### src/rtl/psg_bus_writer.sv
// Byte-strobe writer for an SN76489-style PSG: encodes tone/attenuation/noise/raw commands into PSG bytes.
// Optional macro PSG_WR_TIMEOUT_EN adds a strobe timeout that aborts the command and sets the sticky err_o.
module psg_bus_writer #(
  parameter int MIN_STROBE     = 2,
  parameter int TIMEOUT_CYCLES = 64
) (
  input  logic       clock_i,
  input  logic       res_n_i,
  input  logic       cmd_valid_i,
  output logic       cmd_ready_o,
  input  logic [1:0] cmd_type_i,
  input  logic [1:0] cmd_chan_i,
  input  logic [9:0] cmd_data_i,
  output logic       ce_n_o,
  output logic       we_n_o,
  output logic [7:0] d_o,
  input  logic       ready_i,
  output logic       busy_o,
  output logic       err_o
);

  typedef enum logic [2:0] {
    ST_IDLE    = 3'd0,
    ST_SETUP   = 3'd1,
    ST_STROBE  = 3'd2,
    ST_RELEASE = 3'd3,
    ST_NEXT    = 3'd4
  } state_t;

  localparam logic [7:0] MIN_M1 = 8'(MIN_STROBE - 1);
  localparam logic [7:0] TO_M1  = 8'(TIMEOUT_CYCLES - 1);

  if (MIN_STROBE < 1 || MIN_STROBE > 15) begin : g_bad_min_strobe
    $error("MIN_STROBE must be in 1..15");
  end
  if (TIMEOUT_CYCLES < 2 || TIMEOUT_CYCLES > 255) begin : g_bad_timeout
    $error("TIMEOUT_CYCLES must be in 2..255");
  end

  // First (or only) PSG byte of a command; tone carries its high bits in a second byte.
  function automatic logic [7:0] enc_first(input logic [1:0] typ, input logic [1:0] chan,
                                           input logic [9:0] data);
    logic [7:0] b;
    case (typ)
      2'b00:   b = {1'b1, chan, 1'b0, data[3:0]};
      2'b01:   b = {1'b1, chan, 1'b1, data[3:0]};
      2'b10:   b = {5'b11100, data[2:0]};
      2'b11:   b = data[7:0];
      default: b = 8'h00;
    endcase
    return b;
  endfunction

  state_t     r_state;
  state_t     w_state_nxt;
  logic [7:0] r_cnt;
  logic       r_pend;
  logic [5:0] r_hi;
  logic [7:0] r_d;
  logic       r_rdy;
  logic       r_ce_n;
  logic       r_busy;
  logic       w_accept;
  logic       w_strobe_done;
  logic       w_timeout;
  logic       w_rdy_nxt;
  logic       w_ce_n_nxt;
  logic       w_busy_nxt;

  assign w_accept      = cmd_valid_i && r_rdy;
  assign w_strobe_done = (r_cnt >= MIN_M1) && ready_i;

`ifdef PSG_WR_TIMEOUT_EN
  logic r_err;
  assign w_timeout = (r_state == ST_STROBE) && !w_strobe_done && (r_cnt == TO_M1);

  // Sticky timeout flag, cleared only by reset.
  always_ff @(posedge clock_i or negedge res_n_i) begin
    if (!res_n_i) begin
      r_err <= 1'b0;
    end else if (w_timeout) begin
      r_err <= 1'b1;
    end else begin
      r_err <= r_err;
    end
  end
  assign err_o = r_err;
`else
  assign w_timeout = 1'b0;
  assign err_o     = 1'b0;
`endif

  // State register.
  always_ff @(posedge clock_i or negedge res_n_i) begin
    if (!res_n_i) begin
      r_state <= ST_IDLE;
    end else begin
      r_state <= w_state_nxt;
    end
  end

  // Next-state logic.
  always_comb begin
    w_state_nxt = r_state;
    case (r_state)
      ST_IDLE: begin
        if (w_accept) begin
          w_state_nxt = ST_SETUP;
        end else begin
          w_state_nxt = ST_IDLE;
        end
      end
      ST_SETUP: w_state_nxt = ST_STROBE;
      ST_STROBE: begin
        if (w_strobe_done || w_timeout) begin
          w_state_nxt = ST_RELEASE;
        end else begin
          w_state_nxt = ST_STROBE;
        end
      end
      ST_RELEASE: begin
        if (r_pend) begin
          w_state_nxt = ST_NEXT;
        end else begin
          w_state_nxt = ST_IDLE;
        end
      end
      ST_NEXT: w_state_nxt = ST_SETUP;
      default: w_state_nxt = ST_IDLE;
    endcase
  end

  // Output decode from the next state so that every PSG-side output comes straight from a flop.
  always_comb begin
    w_rdy_nxt  = 1'b0;
    w_ce_n_nxt = 1'b1;
    w_busy_nxt = 1'b1;
    case (w_state_nxt)
      ST_IDLE: begin
        w_rdy_nxt  = 1'b1;
        w_busy_nxt = 1'b0;
      end
      ST_STROBE: w_ce_n_nxt = 1'b0;
      ST_SETUP, ST_RELEASE, ST_NEXT: begin
        w_rdy_nxt  = 1'b0;
        w_ce_n_nxt = 1'b1;
      end
      default: begin
        w_rdy_nxt  = 1'b0;
        w_ce_n_nxt = 1'b1;
        w_busy_nxt = 1'b0;
      end
    endcase
  end

  // Registered control outputs; async reset pulls ce_n/we_n high immediately.
  always_ff @(posedge clock_i or negedge res_n_i) begin
    if (!res_n_i) begin
      r_rdy  <= 1'b0;
      r_ce_n <= 1'b1;
      r_busy <= 1'b0;
    end else begin
      r_rdy  <= w_rdy_nxt;
      r_ce_n <= w_ce_n_nxt;
      r_busy <= w_busy_nxt;
    end
  end

  // Strobe-length counter: zero outside STROBE, saturating inside.
  always_ff @(posedge clock_i or negedge res_n_i) begin
    if (!res_n_i) begin
      r_cnt <= 8'd0;
    end else if (r_state != ST_STROBE) begin
      r_cnt <= 8'd0;
    end else if (r_cnt != 8'hFF) begin
      r_cnt <= r_cnt + 8'd1;
    end else begin
      r_cnt <= r_cnt;
    end
  end

  // Data byte and pending tone high byte; d_o only moves on accept or when byte B is loaded.
  always_ff @(posedge clock_i or negedge res_n_i) begin
    if (!res_n_i) begin
      r_d    <= 8'h00;
      r_hi   <= 6'd0;
      r_pend <= 1'b0;
    end else if (r_state == ST_IDLE && w_accept) begin
      r_d    <= enc_first(cmd_type_i, cmd_chan_i, cmd_data_i);
      r_hi   <= cmd_data_i[9:4];
      r_pend <= (cmd_type_i == 2'b00);
    end else if (r_state == ST_NEXT) begin
      r_d    <= {2'b00, r_hi};
      r_pend <= 1'b0;
    end else if (w_timeout) begin
      r_pend <= 1'b0;
    end else begin
      r_d    <= r_d;
      r_pend <= r_pend;
    end
  end

  assign cmd_ready_o = r_rdy;
  assign ce_n_o      = r_ce_n;
  assign we_n_o      = r_ce_n;
  assign d_o         = r_d;
  assign busy_o      = r_busy;

endmodule

### config.mk
export PLATFORM = sky130hd
export DESIGN_NAME = psg_bus_writer
export DESIGN_NICKNAME = d
export VERILOG_FILES = /design/src/rtl/psg_bus_writer.sv
export SDC_FILE = /design/constraint.sdc
export NUM_CORES = 1
export LEC_CHECK = 0
export ABC_AREA = 1
export ABC_CLOCK_PERIOD_IN_PS = 3200
export CAP_MARGIN = 15
export CORE_ASPECT_RATIO = 0.6
export CORE_UTILIZATION = 50
export CTS_CLUSTER_DIAMETER = 80
export DETAILED_ROUTE_END_ITERATION = 12
export MAX_ROUTING_LAYER = met4
export PLACE_DENSITY = 0.8
export SLEW_MARGIN = 20
export SYNTH_ARGS = -nofsm -noshare
export SYNTH_HDL_FRONTEND = slang
export SYNTH_SLANG_ARGS = --single-unit
### constraint.sdc
create_clock -name clock_i -period 3.2 [get_ports clock_i]
set_input_delay 0.32 -clock clock_i [delete_from_list [all_inputs] [get_ports clock_i]]
set_output_delay 0.32 -clock clock_i [all_outputs]
set_load 0.02 [all_outputs]
==> metrics.cfg <==
[global_route]
track_usage_pct = 25.88
antenna_found_initial = 0
grt_pass1_wl_mm = 5.768
grt_start_max_net_pins = 30
overflow = 0
grt_pass1_vias = 1225

[clock_network]
root_buffer = clkbuf_8
clkSinkCount = 29
h-tree-depth = 2
cts_tree = done
path_clk_slew_ns = 0.06
postCtsSetupRepairBufs = 0
cts_buffer_depth = 2
worstSkewPairLatency_ns = 0.28
post_cts_resized = 0
hold_buffers = 0
numCtsBuffers = 5

[synthesis]
postSynthCellCount = 179
syn_avg_cell_area_um2 = 8.094
syn_area_um2 = 1449
yosysWarningCount = 0
netlist-cell-type-count = 26
ys_top_cells_by_area = dfrtp_1 48%, nand2_1 17%, inv_1 5.4%, nor2_1 3.4%, nand3_1 3.1%
ys_ff_latch = 29
yosysTopAreaCell = dfrtp_1
synth_fp_nets = 200
seq_area_frac_synth_pct = 50.17
synth_top_area_share_pct = 48.36

[final_layout]
mostFrequentLayoutCell = nand2_1
fill_cells = 216
antennaDiodeCount = 0
mostFrequentLayoutCells = 66 x nand2_1, 29 x clkdlybuf4s50_1, 28 x dfrtp_1
drive_above_1_share_pct = 8.451
area_growth_pct = 26.60
final_nets = 233

[detailed_routing]
routed_via_density = 5.159
first_pass_iters = 4
first_iter_violations = 94
drc = 0
ant_nets = 0
wirelength_mm = 3.407
vias = 1264
wl_per_cell_um = 13.91

[worst_setup_path]
worst_ep_required_time_ns = 2.88
worstPathMaxFanout = 2
critPathBufInv = 1
critPathKind = reg -> out
cp_slowest_cell = clkdlybuf4s50_1
max_stage_delay_ns = 0.59
start_kind = flop
r2r_slack_ns = 1.80
path_cells = clkdlybuf4s50_1
crit_family = buffers and inverters
cp-end-kind = output port
arrival_ns = 1.39

[timing]
clock_skew_ns = 0.006661
min_period_over_period_pct = 53.31
tns_ns = 0
min_period_ns = 1.706
rsz0062_at_grt = no
setup_viol_count_final = 0
hold_viol_final = 0
drv_slew = 0
clock.fmax_mhz = 586.2

[pwr]
pwr-share-clk_pct = 18.8
power_mw = 1.505
combPwrFrac_pct = 41.7
p_seq_share_pct = 39.5
switching_share_pct = 39.07
cellLeakagePower_nw = 0.9537
power_density_nw_per_um2 = 820.3
switching_power_mw = 0.5879
p_int_mw = 0.9167
ir_worst_vdd_uv = 401.5

[floorplanning]
start_util_pct = 55.14
core-area_um2 = 2628
die-area_um2 = 3124
io_pins = 31
num_rows = 14
die_y_um = 43.70
die_width_um = 71.50

[job]
cap_violations = 0

[place]
io_buffers = 29
hpwl_mm = 2.596
finalWeightedCongestion = 0.9511

[hold_path]
worstHoldPathType = in -> async

[outcome]
status = completed

==> final timing paths <==
check                                 endpoint  depth (start not counted)                   from
hold / removal             r_hi[4]$_DFFE_PN0P_                          2                res_n_i
min in group clock_i       r_hi[1]$_DFFE_PN0P_                          2    r_hi[1]$_DFFE_PN0P_
setup / recovery                        we_n_o                          1       ce_n_o$_DFF_PN1_
max in group asynchronous     ce_n_o$_DFF_PN1_                          2                res_n_i
hold reg to reg            r_hi[1]$_DFFE_PN0P_                          2    r_hi[1]$_DFFE_PN0P_
setup reg to reg            d_o[5]$_DFFE_PN0P_                          6  cmd_ready_o$_DFF_PN0_
==> metal layers <==
| metal | routed length, µm | track usage (%) |
|---|---|---|
| met3 | 188 | 6.512 |
| met2 | 1562 | 39.24 |
| met5 | 0 | - |
| met4 | 21 | 6.667 |
| met1 | 1635 | 35.24 |
==> sequential cells by signal, summed over array words and instances (netlist names) <==
name,cells
busy_o,1
ce_n_o,1
cmd_ready_o,1
d_o,8
r_cnt,8
r_hi,6
r_pend,1
r_state,3
==> through the flow <==
stage / instance area [µm²] / hold WS [ns] / util [%] / cells / setup slack [ns]
finish: 1834 / 0.4196 / 69.81 / 245 / 1.494
global route: 1834 / 0.4730 / 69.81 / 245 / 1.458
CTS: 1834 / 0.4311 / 69.81 / 245 / 1.483
detailed placement: 1753 / 0.4763 / 66.71 / 237 / 1.474
global placement: 1753 / 0.4619 / 66.71 / 237 / 1.530
floorplan: 1449 / 0.02441 / - / 179 / 2.045
==> power by group through the flow <==
stage	Combinational [mW]	Sequential [mW]	Clock, mW
5_1_grt	0.692	0.605	0.304
4_1_cts	0.630	0.592	0.290
3_3_place_gp	0.596	0.591	0
2_1_floorplan	0.315	0.656	0
6_report	0.628	0.594	0.283
3_5_place_dp	0.625	0.596	0
==> cells in the mapped netlist (all sizes together) <==
cell,instances
nand2,66
dfrtp,28
inv,24
nor2,14
nand3,11
o21ai,11
a21oi,5
buf,4
ha,3
nand4,3
nor3,2
o31ai,2
a31oi,1
conb,1
dfstp,1
nand3b,1
nor3b,1
o22ai,1
==> cell families after synthesis <==
family                     synth area share [%]
AOI/OAI and AO/OA                         8.290
DFF                                       50.17
buffers and inverters                     8.549
other                                    0.2588
and+or+nand+nor                           30.14
adders and majority gates                 2.591
==> area by class of cell <==
class | instances | area (µm²) | area share [%]
Clock buffer | 7 | 76.32 | 4.161
Clock inverter | 1 | 5.005 | 0.2729
Inverter | 24 | 90.09 | 4.911
Multi-Input combinational cell | 122 | 598.1 | 32.61
Sequential cell | 29 | 726.9 | 39.63
Tap cell | 32 | 40.04 | 2.183
Timing Repair Buffer | 30 | 297.8 | 16.23
No activity file was read; power rests on OpenSTA's default activity.
==> edit 1: new RTL, config.mk and constraints unchanged <==
Build with the macro `PSG_WR_TIMEOUT_EN` defined.
--- a/src/rtl/psg_bus_writer.sv
+++ b/src/rtl/psg_bus_writer.sv
@@ -1,5 +1,7 @@
 // Byte-strobe writer for an SN76489-style PSG: encodes tone/attenuation/noise/raw commands into PSG bytes.
 // Optional macro PSG_WR_TIMEOUT_EN adds a strobe timeout that aborts the command and sets the sticky err_o.
+`define PSG_WR_TIMEOUT_EN
+
 module psg_bus_writer #(
   parameter int MIN_STROBE     = 2,
   parameter int TIMEOUT_CYCLES = 64
Function: same outputs for any inputs over 10 cycles, from zero or initial values; that may be too few to reach the edited logic, so the function may still have changed.
==> edit 1 against the original RTL <==
  * The flow now finishes with violations (design-rule violations)
  * Largest cell class unchanged
  * Design area rose by 1.5%
  * Routed wire length fell by 11%
  * Sequential share of layout area rose by 0.76 points
  * Highest routed layer unchanged
  * Synthesized area fell by 0.35%
  * Count of clock-buffer cells in the layout fell by 2
  * Power rose by 5.1%
  * Cell count fell by 2.4%
  * Critical endpoint is now d_o[4]
  * Sequential cell count rose by 1
  * Worst setup slack got worse by 0.092 ns
  * Hold slack got worse by 0.0035 ns
  * Critical path depth rose by 4
==> edit 1: results (changes against the original RTL) <==
* Outcome: finished, violations left (was finished clean)
* Failing checks: design-rule violations
* Drt first-iter violations at 77 (was 94)
* DR vias at 1,269 (was 1,264)
* Post-Syn Instances at 173 (was 179)
* Internal reg-to-reg setup slack at 1.40 ns (was 1.80 ns)
* Sequential share of the synthesized area at 52.08% (was 50.17%)
* Clock tree cell share of total cell area at 5.847% (was 4.434%)
* Initial DRT Pass Iterations at 8 (was 4)
* Reg area at 752.0 um^2 (was 726.9 um^2)
* PortBufs at 30 (was 29)
* Crit path max-delay family: simple AND/OR/NAND/NOR gates (was buffers and inverters)
* GPL Wtd Cong at 0.7831 (was 0.9511)
* Global routing usage on met3 at 8.605% (was 6.512%)
* GR met2 Demand/Resource at 34.10% (was 39.24%)
* Area used by multi-input combinational logic at 561.8 um^2 (was 598.1 um^2)
* First-pass GRT wire length at 5106 um (was 5768 um)
* Layout cell share with drive strength beyond 1 at 8.696% (was 8.451%)
* Clock buffer cells at 5 (was 7)
* Number of sequential cells in the layout at 30 (was 29)
* Unique cell type count in the Yosys netlist at 27 (was 26)
* Buffering overhead at 16.53% (was 16.23%)
* Plain + repair buffers at 31 (was 30)
* Leak pwr at 0.9328 nW (was 0.9537 nW)
* GRT Overall Usage at 23.45% (was 25.88%)
* Top cells by area, synth: sky130_fd_sc_hd__dfrtp_1, sky130_fd_sc_hd__nand2_1, sky130_fd_sc_hd__inv_1 (unchanged)
* Worst path arrival time at 2.00 ns (was 1.39 ns)
* Hold WS at 0.4161 ns (was 0.4196 ns)
* Post-DR vias/cell at 5.310 (was 5.159)
* Most instantiated cells after synthesis: sky130_fd_sc_hd__nand2_1, sky130_fd_sc_hd__dfrtp_1, sky130_fd_sc_hd__inv_1, sky130_fd_sc_hd__nor2_1, sky130_fd_sc_hd__nand3_1 (unchanged)
* DRC violations left at 1 (was 0)
* Highest fanout seen on the critical path at 12 (was 2)
* Final net count at 227 (was 233)
-- edit 1: cell types whose count changed after synthesis, sizes merged, moves of 2 or more --
cell / before / now
a21oi: 5 / 3
a31oi: 1 / 6
nand2: 66 / 53
nand3: 11 / 14
nor2: 14 / 16
o21ai: 11 / 7
o31ai: 2 / 0
-- edit 1: metal layers --
layer | vias to the layer above | routed length (um)
li1 | 620 | -
met1 | 596 | 1415
met2 | 47 | 1362
met3 | 6 | 201
met4 | 0 | 53
met5 | - | 0
-- edit 1: metrics by stage --
stage               area [um^2]  worst slack (ns)
floorplan                  1444             1.942
global placement           1753             1.296
CTS                        1862             1.414
global route               1862             1.253
finish                     1862             1.402
detailed placement         1753             1.148
-- edit 1: path summary, 6_finish.rpt --
check / depth (start not counted) / from / endpoint
setup / recovery: 5 / r_state[1] / d_o[4]
hold / removal: 2 / res_n_i / r_cnt[3]
setup reg to reg: 5 / r_state[1] / d_o[4]
hold reg to reg: 2 / err_o / err_o
max in group asynchronous: 2 / res_n_i / ce_n_o
min in group clock_i: 2 / err_o / err_o
-- edit 1: report_power, final --
group	total (mW)	leakage [nW]	switching [mW]	internal [mW]
clock network	0.377	0.0579	0.148	0.229
registers	0.597	0.373	0.0780	0.519
logic	0.607	0.502	0.346	0.262
-- edit 1: cells by family (layout without fill, tap and decap cells) --
family,Yosys count,in the layout,synth area share [%]
buf+inv,29,63,9.011
xor+xnor,1,1,0.6067
compound gates,20,20,8.060
flops,30,30,52.08
simple gates,90,90,27.64
fa+ha+maj,3,3,2.600
==> edit 2: new RTL, config.mk and constraints unchanged <==
Made on the original files. The 5 states of `state_t` get a one-hot encoding in 5 bits.
--- a/src/rtl/psg_bus_writer.sv
+++ b/src/rtl/psg_bus_writer.sv
@@ -19,12 +19,12 @@
   output logic       err_o
 );
 
-  typedef enum logic [2:0] {
-    ST_IDLE    = 3'd0,
-    ST_SETUP   = 3'd1,
-    ST_STROBE  = 3'd2,
-    ST_RELEASE = 3'd3,
-    ST_NEXT    = 3'd4
+  typedef enum logic [4:0] {
+    ST_IDLE    = 5'b00001,
+    ST_SETUP   = 5'b00010,
+    ST_STROBE  = 5'b00100,
+    ST_RELEASE = 5'b01000,
+    ST_NEXT    = 5'b10000
   } state_t;
 
   localparam logic [7:0] MIN_M1 = 8'(MIN_STROBE - 1);
Formal check against the unedited RTL: no difference found for any inputs over 10 cycles, from zero or initial values; not proved beyond that.
==> edit 2 against the original RTL <==
  * Routed wire length up 0.65%
  * Maximum frequency shrank 0.97%
  * Worst setup slack lost 0.017 ns
  * Count of clock-buffer cells in the layout down 1
  * Register-to-register slack worse by 0.31 ns
  * Power increased by 6.1%
  * Sequential cell count rose by 2
  * Synthesized area grew 7.8%
  * Die area increased by 7.5%
  * Hold slack worse by 0.013 ns
  * Sequential share of layout area fell by 0.51 points
  * Design area up 8.5%
==> edit 2: results (changes against the original RTL) <==
* Outcome: finished clean (unchanged)
* Layout cell share with drive strength beyond 1 at 11.31% (was 8.451%)
* Crit path max-delay family: buffers and inverters (unchanged)
* Proportion of register bits with asynchronous set or reset after synthesis at 100.0% (unchanged)
* GRT Overall Usage at 24.31% (was 25.88%)
* Synthesized net count at 210 (was 200)
* Sequential share of the synthesized area at 49.84% (was 50.17%)
* Detail Placement HPWL at 2606 um (was 2596 um)
* Slowest stage cell on the critical path: sky130_fd_sc_hd__clkdlybuf4s50_1 (unchanged)
* Internal reg-to-reg setup slack at 1.49 ns (was 1.80 ns)
* First-pass GRT wire length at 5658 um (was 5768 um)
* Synth Area in Adders at 2.404% (was 2.591%)
* Clk_lat worst skew at 0.29 ns
* Drt wl/cell at 13.04 um (was 13.91 um)
* Register clock-pin slew on the reported worst setup and hold paths at 0.07 ns
* Drt first-iter violations at 61 (was 94)
* Clock tree root driver cell: sky130_fd_sc_hd__clkbuf_8 (unchanged)
* Top cells by area, synth: sky130_fd_sc_hd__dfrtp_1, sky130_fd_sc_hd__nand2_1, sky130_fd_sc_hd__nand3_1 (was sky130_fd_sc_hd__dfrtp_1, sky130_fd_sc_hd__nand2_1, sky130_fd_sc_hd__inv_1)
* Maximum number of pins on one net before global-route repair at 32 (was 30)
* Worst r2r dst: d_o[5] (unchanged)
* Most instantiated cells after synthesis: sky130_fd_sc_hd__nand2_1, sky130_fd_sc_hd__nand3_1, sky130_fd_sc_hd__dfrtp_1, sky130_fd_sc_hd__inv_1, sky130_fd_sc_hd__nor2_1 (was sky130_fd_sc_hd__nand2_1, sky130_fd_sc_hd__dfrtp_1, sky130_fd_sc_hd__inv_1, sky130_fd_sc_hd__nor2_1, sky130_fd_sc_hd__nand3_1)
* Number of cells traversed by the worst register-to-register path at 5 (was 6)
* Xor and xnor fraction of the mapped netlist area at 0.5609% (was 0%)
* Max VDD drop at 0.0004454 V (was 0.0004015 V)
* Number of global-route vias before repair at 1,265 (was 1,225)
* Unique cell type count in the Yosys netlist at 24 (was 26)
* Compound-gate portion of the synthesized area at 4.327% (was 8.290%)
* Mux cell area share after synthesis at 0% (unchanged)
* Initial DRT Pass Iterations at 4 (unchanged)
* Worst path arrival time at 1.40 ns
* Filler Cell Count at 235 (was 216)
* Highest fanout seen on the critical path at 2 (unchanged)
* Delay of the slowest critical-path stage at 0.59 ns (about the same)
* Fraction of power spent switching nets at 35.73% (was 39.07%)
* Leak pwr at 0.9911 nW (was 0.9537 nW)
* Worst r2r src: r_state[1] (was cmd_ready_o)
* Final clock skew at 0.007877 ns (was 0.006661 ns)
* Final net count at 241 (was 233)
* Post-DR vias/cell at 5.202 (was 5.159)
* Worst relative slew slack at 61.85%
* GPL Wtd Cong at 0.8482 (was 0.9511)
==> edit 2: final cells by class <==
cell class | count | area [um^2] | area share [%]
clock buffers | 6 | 82.58 | 4.151
clock inverters | 2 | 35.03 | 1.761
inverters | 21 | 78.83 | 3.962
multi-input cells | 131 | 664.4 | 33.40
flip-flops and latches | 31 | 778.2 | 39.12
well taps | 42 | 52.55 | 2.642
repair buffers | 30 | 297.8 | 14.97
==> edit 2: power by group through the flow <==
stage / clock network [mW] / registers, mW / logic (mW)
final: 0.401 / 0.607 / 0.588
after detailed placement: 0 / 0.611 / 0.589
after global placement: 0 / 0.604 / 0.567
after CTS: 0.408 / 0.606 / 0.592
after global routing: 0.424 / 0.620 / 0.641
after floorplan: 0 / 0.674 / 0.298
==> edit 2: cell families after synthesis <==
group | Yosys count
compound gates | 12
xor+xnor | 1
fa+ha+maj | 3
buf+inv | 27
flops | 31
other cells | 1
simple gates | 114
==> edit 2: worst max path at each step <==
stage                start     end  slack, ns
5_1_grt         r_state[1]  d_o[3]       1.37
3_5_place_dp   cmd_valid_i  r_pend       1.34
4_1_cts             ce_n_o  we_n_o       1.47
6_report            ce_n_o  we_n_o       1.48
3_3_place_gp   cmd_valid_i  d_o[3]       1.41
2_1_floorplan   r_state[0]  d_o[2]       1.94
==> edit 2: metal layers <==
metal / track usage [%] / wire length (um)
met4: 14.62 / 58
met2: 34.91 / 1683
met3: 5.357 / 137
met1: 31.71 / 1550
met5: - / 0
==> edit 2: per-stage QoR <==
step                worst slack, ns  hold slack (ns)  utilization, %  cell area [um^2]  instances
floorplan                     1.944          0.02441               -              1562        189
global placement              1.408           0.4667           63.93              1872        255
detailed placement            1.342           0.4673           63.93              1872        255
CTS                           1.470           0.4291           67.95              1989        263
global route                  1.372           0.4451           67.95              1989        263
finish                        1.478           0.4069           67.95              1989        263
